[src/rtl/cmos_capture_crop.sv]
// CMOS sensor capture front end: frames the byte stream with vsync/href, packs
// BPP bytes per pixel, applies a per-frame crop window and frame decimation.
module cmos_capture_crop #(
    parameter int DATA_W = 8,
    parameter int BPP    = 2,
    parameter int SWAP   = 0,
    parameter int VS_POL = 1,
    parameter int CW     = 12,
    parameter int FCW    = 8
) (
    input  logic                  clk,
    input  logic                  rst_n,
    input  logic                  vsync_i,
    input  logic                  href_i,
    input  logic [DATA_W-1:0]     data_i,
    input  logic [CW-1:0]         win_x0,
    input  logic [CW-1:0]         win_y0,
    input  logic [CW-1:0]         win_w,
    input  logic [CW-1:0]         win_h,
    input  logic [FCW-1:0]        skip_n,
    output logic [DATA_W*BPP-1:0] pix_data,
    output logic                  pix_valid,
    output logic                  pix_sof,
    output logic                  pix_eol,
    output logic                  frame_done,
    output logic [FCW-1:0]        frame_cnt
);

    localparam int             PW        = DATA_W * BPP;
    localparam int             BCW       = (BPP > 1) ? $clog2(BPP) : 1;
    localparam logic [BCW-1:0] LAST_BYTE = BCW'(BPP - 1);
    localparam logic           VS_LVL    = 1'(VS_POL);

    typedef enum logic [1:0] {
        S_WAIT_VS,
        S_WAIT_END,
        S_ACTIVE
    } state_t;

    state_t          state_reg;
    logic [CW-1:0]   x0_reg, y0_reg, w_reg, h_reg;
    logic [FCW-1:0]  dec_cnt_reg;
    logic            en_reg;
    logic [CW-1:0]   x_reg, y_reg;
    logic [BCW-1:0]  byte_cnt_reg;
    logic            href_d_reg;
    logic            line_seen_reg;
    logic [DATA_W-1:0] byte_buf [0:BPP-1];

    logic            vs_act;
    logic            cap;
    logic            last_byte;
    logic            line_end;
    logic [CW:0]     x_end, y_end;
    logic            in_win;
    logic            eol_hit;
    logic [PW-1:0]   word;

    assign vs_act    = (vsync_i == VS_LVL);
    assign cap       = (state_reg == S_ACTIVE) && href_i;
    assign last_byte = cap && (byte_cnt_reg == LAST_BYTE);
    assign line_end  = (state_reg == S_ACTIVE) && href_d_reg && !href_i;

    // One extra bit on the window ends keeps x0+w from wrapping.
    assign x_end   = {1'b0, x0_reg} + {1'b0, w_reg};
    assign y_end   = {1'b0, y0_reg} + {1'b0, h_reg};
    assign in_win  = en_reg
                     && (x_reg >= x0_reg) && ({1'b0, x_reg} < x_end)
                     && (y_reg >= y0_reg) && ({1'b0, y_reg} < y_end);
    assign eol_hit = (({1'b0, x_reg} + 1'b1) == x_end);

    // Earlier bytes come from the buffer, the final byte straight off the bus.
    for (genvar gi = 0; gi < BPP; gi++) begin : g_pack
        localparam int POS = (SWAP != 0) ? gi : (BPP - 1 - gi);
        if (gi == BPP - 1) begin : g_last
            assign word[POS*DATA_W +: DATA_W] = data_i;
        end else begin : g_buf
            assign word[POS*DATA_W +: DATA_W] = byte_buf[gi];
        end
    end

    always_ff @(posedge clk) begin
        if (cap) begin
            byte_buf[byte_cnt_reg] <= data_i;
        end
    end

    always_ff @(posedge clk or negedge rst_n) begin
        if (!rst_n) begin
            state_reg     <= S_WAIT_VS;
            x0_reg        <= '0;
            y0_reg        <= '0;
            w_reg         <= '0;
            h_reg         <= '0;
            dec_cnt_reg   <= '0;
            en_reg        <= 1'b0;
            x_reg         <= '0;
            y_reg         <= '0;
            byte_cnt_reg  <= '0;
            href_d_reg    <= 1'b0;
            line_seen_reg <= 1'b0;
            pix_data      <= '0;
            pix_valid     <= 1'b0;
            pix_sof       <= 1'b0;
            pix_eol       <= 1'b0;
            frame_done    <= 1'b0;
            frame_cnt     <= '0;
        end else begin
            pix_data   <= '0;
            pix_valid  <= 1'b0;
            pix_sof    <= 1'b0;
            pix_eol    <= 1'b0;
            frame_done <= 1'b0;
            href_d_reg <= href_i;

            case (state_reg)
                S_WAIT_VS: begin
                    if (vs_act) begin
                        state_reg <= S_WAIT_END;
                    end
                end
                S_WAIT_END: begin
                    if (!vs_act) begin
                        state_reg     <= S_ACTIVE;
                        x0_reg        <= win_x0;
                        y0_reg        <= win_y0;
                        w_reg         <= win_w;
                        h_reg         <= win_h;
                        x_reg         <= '0;
                        y_reg         <= '0;
                        byte_cnt_reg  <= '0;
                        line_seen_reg <= 1'b0;
                        en_reg        <= (dec_cnt_reg == '0);
                        // skip_n is only consulted here, so it is frame-stable.
                        dec_cnt_reg   <= (dec_cnt_reg >= skip_n) ? '0 : dec_cnt_reg + 1'b1;
                    end
                end
                S_ACTIVE: begin
                    if (vs_act) begin
                        state_reg <= S_WAIT_END;
                        if (en_reg) begin
                            frame_done <= 1'b1;
                            frame_cnt  <= frame_cnt + 1'b1;
                        end
                    end
                end
                default: state_reg <= S_WAIT_VS;
            endcase

            if (cap) begin
                line_seen_reg <= 1'b1;
                if (last_byte) begin
                    byte_cnt_reg <= '0;
                    if (x_reg != '1) begin
                        x_reg <= x_reg + 1'b1;
                    end
                    if (in_win) begin
                        pix_valid <= 1'b1;
                        pix_data  <= word;
                        pix_sof   <= (x_reg == x0_reg) && (y_reg == y0_reg);
                        pix_eol   <= eol_hit;
                    end
                end else begin
                    byte_cnt_reg <= byte_cnt_reg + 1'b1;
                end
            end else if (line_end) begin
                x_reg         <= '0;
                byte_cnt_reg  <= '0;
                line_seen_reg <= 1'b0;
                if (line_seen_reg && (y_reg != '1)) begin
                    y_reg <= y_reg + 1'b1;
                end
            end
        end
    end

endmodule

[config.mk]
export PLATFORM = sky130hd
export DESIGN_NAME = cmos_capture_crop
export DESIGN_NICKNAME = d
export VERILOG_FILES = /design/src/rtl/cmos_capture_crop.sv
export SDC_FILE = /design/constraint.sdc
export NUM_CORES = 1
export LEC_CHECK = 0
export ABC_AREA = 1
export CORE_UTILIZATION = 45
export CTS_CLUSTER_DIAMETER = 150
export DETAILED_ROUTE_END_ITERATION = 7
export HOLD_SLACK_MARGIN = 0.08
export PLACE_DENSITY = 0.68
export REMOVE_ABC_BUFFERS = 1
export SLEW_MARGIN = 0
export SYNTH_ARGS = -nofsm -noshare
export SYNTH_HDL_FRONTEND = slang
export SYNTH_SLANG_ARGS = --single-unit
[constraint.sdc]
create_clock -name clk -period 3.45 [get_ports clk]
set_input_delay 1.035 -clock clk [delete_from_list [all_inputs] [get_ports clk]]
set_output_delay 1.035 -clock clk [all_outputs]
set_load 0.005 [all_outputs]
==> out/summary.txt, run 1 <==
status: complete, no violations
largest family of logic cells by synthesized area: simple AND/OR/NAND/NOR gates
most common cell after layout, fill and taps aside: nand2_1
number of synthesized flops with an enable pin: 8
synthesized area per cell: 7.68 µm²
Worst VDD drop: 0.000439 V
Synth Area in Compound Gates: 8.66%
largest net degree at the start of global routing: 58
core area: 17400 µm²
ys async rst share: 93.4%
cts hold-fix bufs: 0
CTS tree: done
crit path max fanout: 11
Reg clk slew, reported paths: 0.06 ns
Port Buffer Count: 95
final core utilization: 56.9%
Synth Area in Simple Gates: 28.0%
CP arrival: 3.44 ns
first-pass GRT wire length: 30.5 mm
dpl cell area: 9320 µm²
GRT Util Overall: 21.1%
Post-CTS Setup Inserts: 0
initial drt markers: 294
Crit. End Element: register
final hold vios: 0
Die ar.: 18500 µm²
Largest Register: pix_data
row count: 48
post-synthesis sequential area ratio: 38.3%
routed via count: 6980
xor and xnor area share after synthesis: 2.82%
Seq cells post-synth: 122
final net count: 1312
CTS Buf Count: 17
Die X: 136 µm
worst-case clock skew: 0.00963 ns
Clock Latency Late Sink: 0.42 ns
Setup Crit Path Kind: register to register
Final Cycle Share: 89.6%
WL final: 18.3 mm
Mapped Area: 8070 µm²
root buffer cell: clkbuf_16
relative slew slack: 48.0%
Design Area, Final: 9910 µm²
die span in y: 136 µm
IO Pins: 96
first-pass iteration count of the detailed router: 5
cell mode on critical path: nand2_1
commonest non-fill, non-tap cells in the layout: nand2_1 (303), inv_1 (159), dfrtp_1 (114), clkdlybuf4s50_1 (94), ha_1 (84)
post-layout minimum cycle time: 3.09 ns
gpl congestion: 0.866
vias in the first global route: 6715
worst hold path class: register to register
number of diodes: 0
share of cells above drive strength 1: 6.92%
initial antenna violation count: 0
mux cell area share after synthesis: 0%
CP Cell Sequence: ha_1, inv_1, fa_1, o21ai_1, nand2_1, o21bai_1, xor2_1, ha_1, nand2_1, inv_1, nor3_1, nand2_1, nand2_1, nand2_1, nand2_1, nand4_4, buf_4, nor2_1
number of synthesis warnings: 0
Starting Density: 46.3%
clk sinks: 122
power per cell area: 539 nW/µm²
Post-Synth Adder-Cell Area: 13.5%
fmax: 0.323 GHz
Mapped Cells: 1050
H-tree depth: 4
max-slew violations: 0
Final setup viols: 0
total of max-cap violations: 0
slowest cell on the critical path: fa_1
Slew @ Worst Pin: 0.780 ns
maximum clock path buffer count: 2
max reg flops: 16
post-route antenna net violation count: 0
hpwl dp: 13.8 mm
RSZ-0062 raised after global routing: false
WL per Instance: 13.1 µm
top_reg_cell synth: dfrtp_1
FILL cells: 1601
CP Launch Type: register
DRC violations left: 0
P_leak: 5.10 nW
synth-to-layout area growth: 22.9%
post-CTS sizing: 0
slowest stage delay, CP: 0.39 ns
WP data required: 3.80 ns
Crit path max-delay family: simple AND/OR/NAND/NOR gates
Remaining Overflow, GRT: 0
crit path buf inv count: 3
Unique masters post-synth: 43
DR vias/cell: 5.00
## worst paths after layout
kind	start	end	slack, ns	cells past startpoint
max	y0_reg[0]	pix_eol	0.36	18
min	state_reg[1]	state_reg[0]	0.45	1
max reg2reg	y0_reg[0]	pix_eol	0.36	18
min reg2reg	state_reg[1]	state_reg[0]	0.45	1
max in group asynchronous	rst_n	pix_data[12]	2.03	2
min in group asynchronous	rst_n	h_reg[1]	0.70	1
## routing by layer
metal  part of all wire [%]  global-route usage (%)  wire length, µm
met5                      0                       0                0
met4                    1.5                    6.67              282
met3                    3.0                    4.14              548
met2                     50                    37.5             9150
met1                     45                    25.5             8290
## cell type report
class / instances / area [µm²] / share of cell area [%]
multi-input cells: 747 / 4280 / 43.2
flip-flops and latches: 122 / 3090 / 31.2
repair buffers: 105 / 1050 / 10.6
inverters: 165 / 619 / 6.25
clock buffers: 18 / 429 / 4.33
well taps: 225 / 282 / 2.84
clock inverters: 14 / 161 / 1.63
## synthesized netlist by cell type, types with 5 or more instances
| cell | count | area share (%) |
|---|---|---|
| a21oi_1 | 44 | 2.7 |
| o22ai_1 | 5 | 0.39 |
| inv_1 | 160 | 7.4 |
| nor4_1 | 6 | 0.47 |
| dfrtp_1 | 114 | 35 |
| o21ai_0 | 58 | 3.6 |
| inv_2 | 5 | 0.23 |
| xnor2_1 | 8 | 0.87 |
| nand2_2 | 9 | 0.70 |
| nand3_1 | 63 | 3.9 |
| xor2_1 | 18 | 2.0 |
| nand2_1 | 303 | 14 |
| nand4_1 | 22 | 1.7 |
| clkbuf_1 | 9 | 0.42 |
| edfxtp_1 | 8 | 3.0 |
| nor3_1 | 12 | 0.74 |
| nor2_1 | 67 | 3.1 |
| nor2_4 | 12 | 1.7 |
| ha_1 | 84 | 13 |
## cell families after synthesis
family	after synthesis
AOI/OAI and AO/OA	128
DFF	122
adders and majority gates	86
buffers and inverters	181
xor gates and xnor gates	26
and+or+nand+nor	507
## power breakdown
group          leakage [nW]  switching (mW)  internal, mW
Combinational          3.26            1.07         0.717
Sequential             1.56           0.140          1.63
Clock                 0.284           0.708          1.08
Total                  5.10            1.92          3.42
## stage by stage
step / TNS [ns] / total power, mW / std cells / setup WS (ns) / hold WS (ns)
3_3_place_gp: 0 / 3.52 / 1364 / 0.410 / 0.433
3_5_place_dp: 0 / 3.57 / 1364 / 0.334 / 0.455
2_1_floorplan: -23.24 / 3.07 / 1034 / -0.868 / 0.423
5_1_grt: 0 / 5.75 / 1396 / 0.0513 / 0.474
4_1_cts: 0 / 5.39 / 1396 / 0.308 / 0.457
6_report: 0 / 5.34 / 1396 / 0.358 / 0.451
Power figures use the tool's default switching activity.
==> run 2: changes to the inputs <==
--- a/config.mk
+++ b/config.mk
@@ -8,3 +8,4 @@
 export ABC_AREA = 1
-export CORE_UTILIZATION = 45
+export CORE_ASPECT_RATIO = 0.7
+export CORE_UTILIZATION = 25
 export CTS_CLUSTER_DIAMETER = 150
@@ -12,3 +13,3 @@
 export HOLD_SLACK_MARGIN = 0.08
-export PLACE_DENSITY = 0.68
+export PLACE_DENSITY = 0.43
 export REMOVE_ABC_BUFFERS = 1
==> constraint.sdc (replaced) <==
create_clock -name clk -period 3.45 [get_ports clk]
set_input_delay 0.69 -clock clk [delete_from_list [all_inputs] [get_ports clk]]
set_output_delay 0.69 -clock clk [all_outputs]
set_load 0.005 [all_outputs]
==> run 2 against run 1 <==
Compared with the run above: wire length rose by 24%; worst setup slack worse by 0.0011 ns; die area is 79% higher; clock power fell by 2%; first-iteration DRC count is 51% higher; via count decreased by 1.6%; combinational power increased by 3%; hold slack lost 0.19 ns; sequential cell count is the same; clock skew is 0.0015 ns lower.
==> out/summary.txt, run 2 (same netlist as run 1, synthesis figures left out) <==
DR vias/cell: 4.32
P_int: 3.40 mW
worst-case clock skew: 0.00809 ns
final hold vios: 0
WL per Instance: 14.2 µm
crit path max fanout: 19
cts hold-fix bufs: 0
CTS Buf Count: 17
status: complete, no violations
fmax: 0.323 GHz
sw power: 1.96 mW
Combinational Power Share: 34.3%
core area: 31400 µm²
total of max-cap violations: 0
met1 usage: 22.7%
max-slew violations: 0
power per cell area: 528 nW/µm²
root buffer cell: clkbuf_16
hpwl dp: 17.1 mm
synth-to-layout area growth: 25.6%
Die ar.: 33000 µm²
routed via count: 6870
Switching Share: 36.5%
share of cells above drive strength 1: 6.75%
gpl congestion: 0.807
post-layout minimum cycle time: 3.09 ns
Setup Crit Path Kind: register to register
relative slew slack: 60.0%
post-route antenna net violation count: 0
H-tree depth: 4
WL final: 22.7 mm
IO Pins: 96
GRT Max-Usage Layer: met1
initial antenna violation count: 1
TNS Setup: 0 ns
routing usage on met2: 17.8%
Clock Latency Late Sink: 0.44 ns
Final setup viols: 0
Largest Register: pix_data
largest net degree at the start of global routing: 63
Reg clk slew, reported paths: 0.06 ns
Port Buffer Count: 95
vias in the first global route: 6830
row count: 54
WP data required: 3.77 ns
CTS tree: done
Layout Cells excl Fill: 1592
Remaining Overflow, GRT: 0
commonest non-fill, non-tap cells in the layout: nand2_1 (303), inv_1 (159), dfrtp_1 (114), clkdlybuf4s50_1 (94), ha_1 (84)
Worst VDD drop: 0.000266 V
grt met3 use: 5.01%
first-pass iteration count of the detailed router: 5
CP arrival: 3.41 ns
Crit. End Element: register
final net count: 1311
DRC violations left: 0
RSZ-0062 raised after global routing: false
clock share of power: 32.7%
FILL cells: 3348
dpl cell area: 9560 µm²
Slew @ Worst Pin: 0.600 ns
most common cell after layout, fill and taps aside: nand2_1
Reg power frac: 33.0%
Final Cycle Share: 89.6%
maximum clock path buffer count: 2
first-pass GRT wire length: 36.9 mm
DP Cell Count: 1558
P_leak: 5.08 nW
initial drt markers: 444
die span in y: 152 µm
worst hold path class: input pin to asynchronous set/reset pin
max reg flops: 16
Design Area, Final: 10100 µm²
CP Launch Type: register
Starting Density: 25.7%
final core utilization: 32.3%
clk sinks: 122
GRT Util Overall: 14.5%
Die X: 217 µm
[run 2: changes by cell type in the layout (fill, tap and decap cells not counted), moves of 2 or more]
cell      change
clkinv_2      +2
diode_2       +2
inv_6         -4
clkbuf_1      +2
clkbuf_8      +3
[run 2: stage by stage]
step | setup WS, ns | power [mW] | hold slack, ns
global route | 0.0130 | 5.82 | 0.294
finish | 0.357 | 5.35 | 0.264
floorplan | -0.523 | 3.07 | 0.394
detailed placement | 0.292 | 3.62 | 0.446
global placement | 0.352 | 3.63 | 0.443
CTS | 0.257 | 5.43 | 0.264
[run 2: path summary, 6_finish.rpt]
path	startpoint	to	slack [ns]	cells after the start
setup / recovery	x0_reg[0]	pix_data[5]	0.36	19
hold / removal	rst_n	pix_data[1]	0.26	1
setup reg to reg	x0_reg[0]	pix_data[5]	0.36	19
hold reg to reg	state_reg[1]	state_reg[0]	0.46	1
max in group asynchronous	rst_n	w_reg[9]	2.41	2
min in group clk	state_reg[1]	state_reg[0]	0.46	1
[run 2: power by group through the flow]
| stage | Sequential, mW | Combinational, mW | Clock (mW) |
|---|---|---|---|
| after floorplan | 1.75 | 1.32 | 0 |
| after global placement | 1.79 | 1.84 | 0 |
| after detailed placement | 1.79 | 1.83 | 0 |
| after CTS | 1.77 | 1.85 | 1.81 |
| after global routing | 1.80 | 2.15 | 1.87 |
| final | 1.77 | 1.83 | 1.75 |
[run 2: cell type report]
class                           count  area, µm²  area share, %
Multi-Input combinational cell    747       4280           42.3
Sequential cell                   122       3090           30.5
Timing Repair Buffer              104       1040           10.3
Inverter                          165        621           6.12
Tap cell                          420        526           5.19
Clock buffer                       23        478           4.72
Clock inverter                      9       88.8          0.877
Antenna cell                        2       5.00         0.0494
[run 2: layer usage]
metal / share of wire (%) / wire (µm) / vias to the layer above
li1: - / - / 3607
met1: 57 / 13000 / 3104
met2: 35 / 7880 / 142
met3: 7.0 / 1590 / 17
met4: 1.0 / 227 / 0
met5: 0 / 0 / -
[run 2: timing repair]
item                                    CTS  global route
endpoints found under the setup margin    0             2
resized for setup                         0             1
setup buffers                             0             0
[run 2: worst max-delay path, cell delays in order (launching register included)]
cell and delay (ns):
dfrtp_1 0.37, ha_1 0.22, inv_1 0.07, fa_1 0.41, inv_1 0.11, nand3_1 0.10, nand2_2 0.13, nand2_2 0.07
nand3b_1 0.09, nand2_1 0.11, ha_1 0.31, nand2_1 0.07, o21a_1 0.18, nand2_1 0.07, nand3_1 0.06, nand2_1 0.06
nand2_1 0.12, nand4_4 0.14, buf_12 0.20, nor2_1 0.07
==> run 3: changes to the inputs <==
Settings changed: SETUP_SLACK_MARGIN from default to 0.15.
Clock period 3.45 ns to 3.35 ns, I/O delays scaled along.
==> run 3 against run 2 <==
Compared with the run above: die area stayed put; hold slack got worse by 0.089 ns; first-iteration DRC count down 20%; worst setup slack worse by 0.041 ns; register-to-register slack got worse by 0.04 ns; via count rose by 1.5%; final cell count grew 0.44%; maximum frequency up 2.0%; sequential share of layout area shrank 0.74 points; sequential cell count is the same.
==> out/summary.txt, run 3 (same netlist as run 1, synthesis figures left out) <==
WL per Instance: 14.4 µm
final hold vios: 0
share of cells above drive strength 1: 8.91%
GRT Util Overall: 14.3%
WP data required: 3.72 ns
Design Area, Final: 10400 µm²
total of max-cap violations: 0
Worst VDD drop: 0.000237 V
IO Pins: 96
WL final: 23.0 mm
CP arrival: 3.41 ns
maximum clock path buffer count: 2
Final setup viols: 0
vias in the first global route: 6562
DP Cell Count: 1559
CP Launch Type: register
root buffer cell: clkbuf_16
row count: 54
first-pass GRT wire length: 36.3 mm
die span in y: 152 µm
most common cell after layout, fill and taps aside: nand2_1
area of the multi-input gates: 4390 µm²
Reg clk slew, reported paths: 0.06 ns
Remaining Overflow, GRT: 0
DR vias/cell: 4.36
Setup Crit Path Kind: register to register
Layout Cells excl Fill: 1599
status: complete, no violations
dpl cell area: 9570 µm²
initial antenna violation count: 1
max reg flops: 16
Starting Density: 25.7%
cts hold-fix bufs: 0
number of diodes: 0
post-layout minimum cycle time: 3.03 ns
initial drt markers: 357
max-slew violations: 0
Clock Latency Late Sink: 0.44 ns
clk sinks: 122
crit path max fanout: 8
post-route antenna net violation count: 0
Slew @ Worst Pin: 0.585 ns
routed via count: 6976
core area: 31400 µm²
final core utilization: 33.1%
register area: 3090 µm²
worst-case clock skew: 0.0101 ns
worst hold path class: input pin to asynchronous set/reset pin
synth-to-layout area growth: 28.8%
largest net degree at the start of global routing: 61
H-tree depth: 4
P_leak: 5.18 nW
DRC violations left: 0
fmax: 0.330 GHz
Largest Register: pix_data
relative slew slack: 61.0%
commonest non-fill, non-tap cells in the layout: nand2_1 (299), inv_1 (157), dfrtp_1 (114), clkdlybuf4s50_1 (94), ha_1 (81)
hpwl dp: 17.1 mm
Crit. End Element: register
R2R cell count: 13
Port Buffer Count: 95
gpl congestion: 0.848
RSZ-0062 raised after global routing: true
CTS tree: done
power per cell area: 564 nW/µm²
FILL cells: 3346
first-pass iteration count of the detailed router: 5
Die ar.: 33000 µm²
Final Cycle Share: 90.6%
final net count: 1320
CTS Buf Count: 17
Die X: 217 µm
-- run 3: critical path, stage by stage, from the launching register on --
cell and delay, ns:
dfrtp_1 0.39, ha_1 0.41, nand2_1 0.14, nor2_1 0.31
nand3_1 0.30, nand4_1 0.22, nand2_1 0.14, ha_1 0.29
nand3_1 0.08, nand2_1 0.06, nand2_2 0.09, nand4_4 0.18
clkbuf_16 0.25, nor2_4 0.10
-- run 3: routing by layer --
metal / global-route usage [%] / part of all wire [%]
met5: 0 / 0
met4: 2.62 / 0.58
met3: 6.13 / 7.8
met2: 17.0 / 35
met1: 22.7 / 57
-- run 3: power breakdown --
group	internal (mW)	leakage (nW)	switching [mW]
clock	1.29	0.297	0.707
sequential	1.67	1.56	0.144
combinational	0.814	3.33	1.23
total	3.78	5.18	2.08
-- run 3: worst paths after layout --
kind	slack [ns]	end	start
worst max-delay path	0.32	pix_data[10]	w_reg[7]
worst min-delay path	0.18	pix_data[4]	rst_n
worst max register to register	0.32	pix_data[10]	w_reg[7]
worst min register to register	0.44	state_reg[0]	state_reg[1]
max in group asynchronous	2.44	w_reg[8]	rst_n
min in group clk	0.44	state_reg[0]	state_reg[1]
-- run 3: cell type report --
| cell class | count | share of cell area, % |
|---|---|---|
| multi-input cells | 747 | 42.2 |
| flip-flops and latches | 122 | 29.8 |
| repair buffers | 113 | 11.0 |
| inverters | 165 | 5.98 |
| well taps | 420 | 5.06 |
| clock buffers | 26 | 4.61 |
| clock inverters | 6 | 1.33 |
-- run 3: per-stage QoR --
| stage | setup TNS (ns) | worst slack, ns | power (mW) | hold slack (ns) |
|---|---|---|---|---|
| after floorplan | -5.58 | -0.603 | 3.16 | 0.374 |
| after global placement | 0 | 0.266 | 3.73 | 0.446 |
| after detailed placement | 0 | 0.142 | 3.74 | 0.440 |
| after CTS | 0 | 0.196 | 5.79 | 0.175 |
| after global routing | 0 | 0.0994 | 6.29 | 0.195 |
| final | 0 | 0.317 | 5.85 | 0.175 |
-- run 3: timing repair --
item,CTS,global route
pin swaps,0,17
cloned,0,2
endpoints found under the setup margin,17,18
resized for setup,1,28
setup buffers,0,6
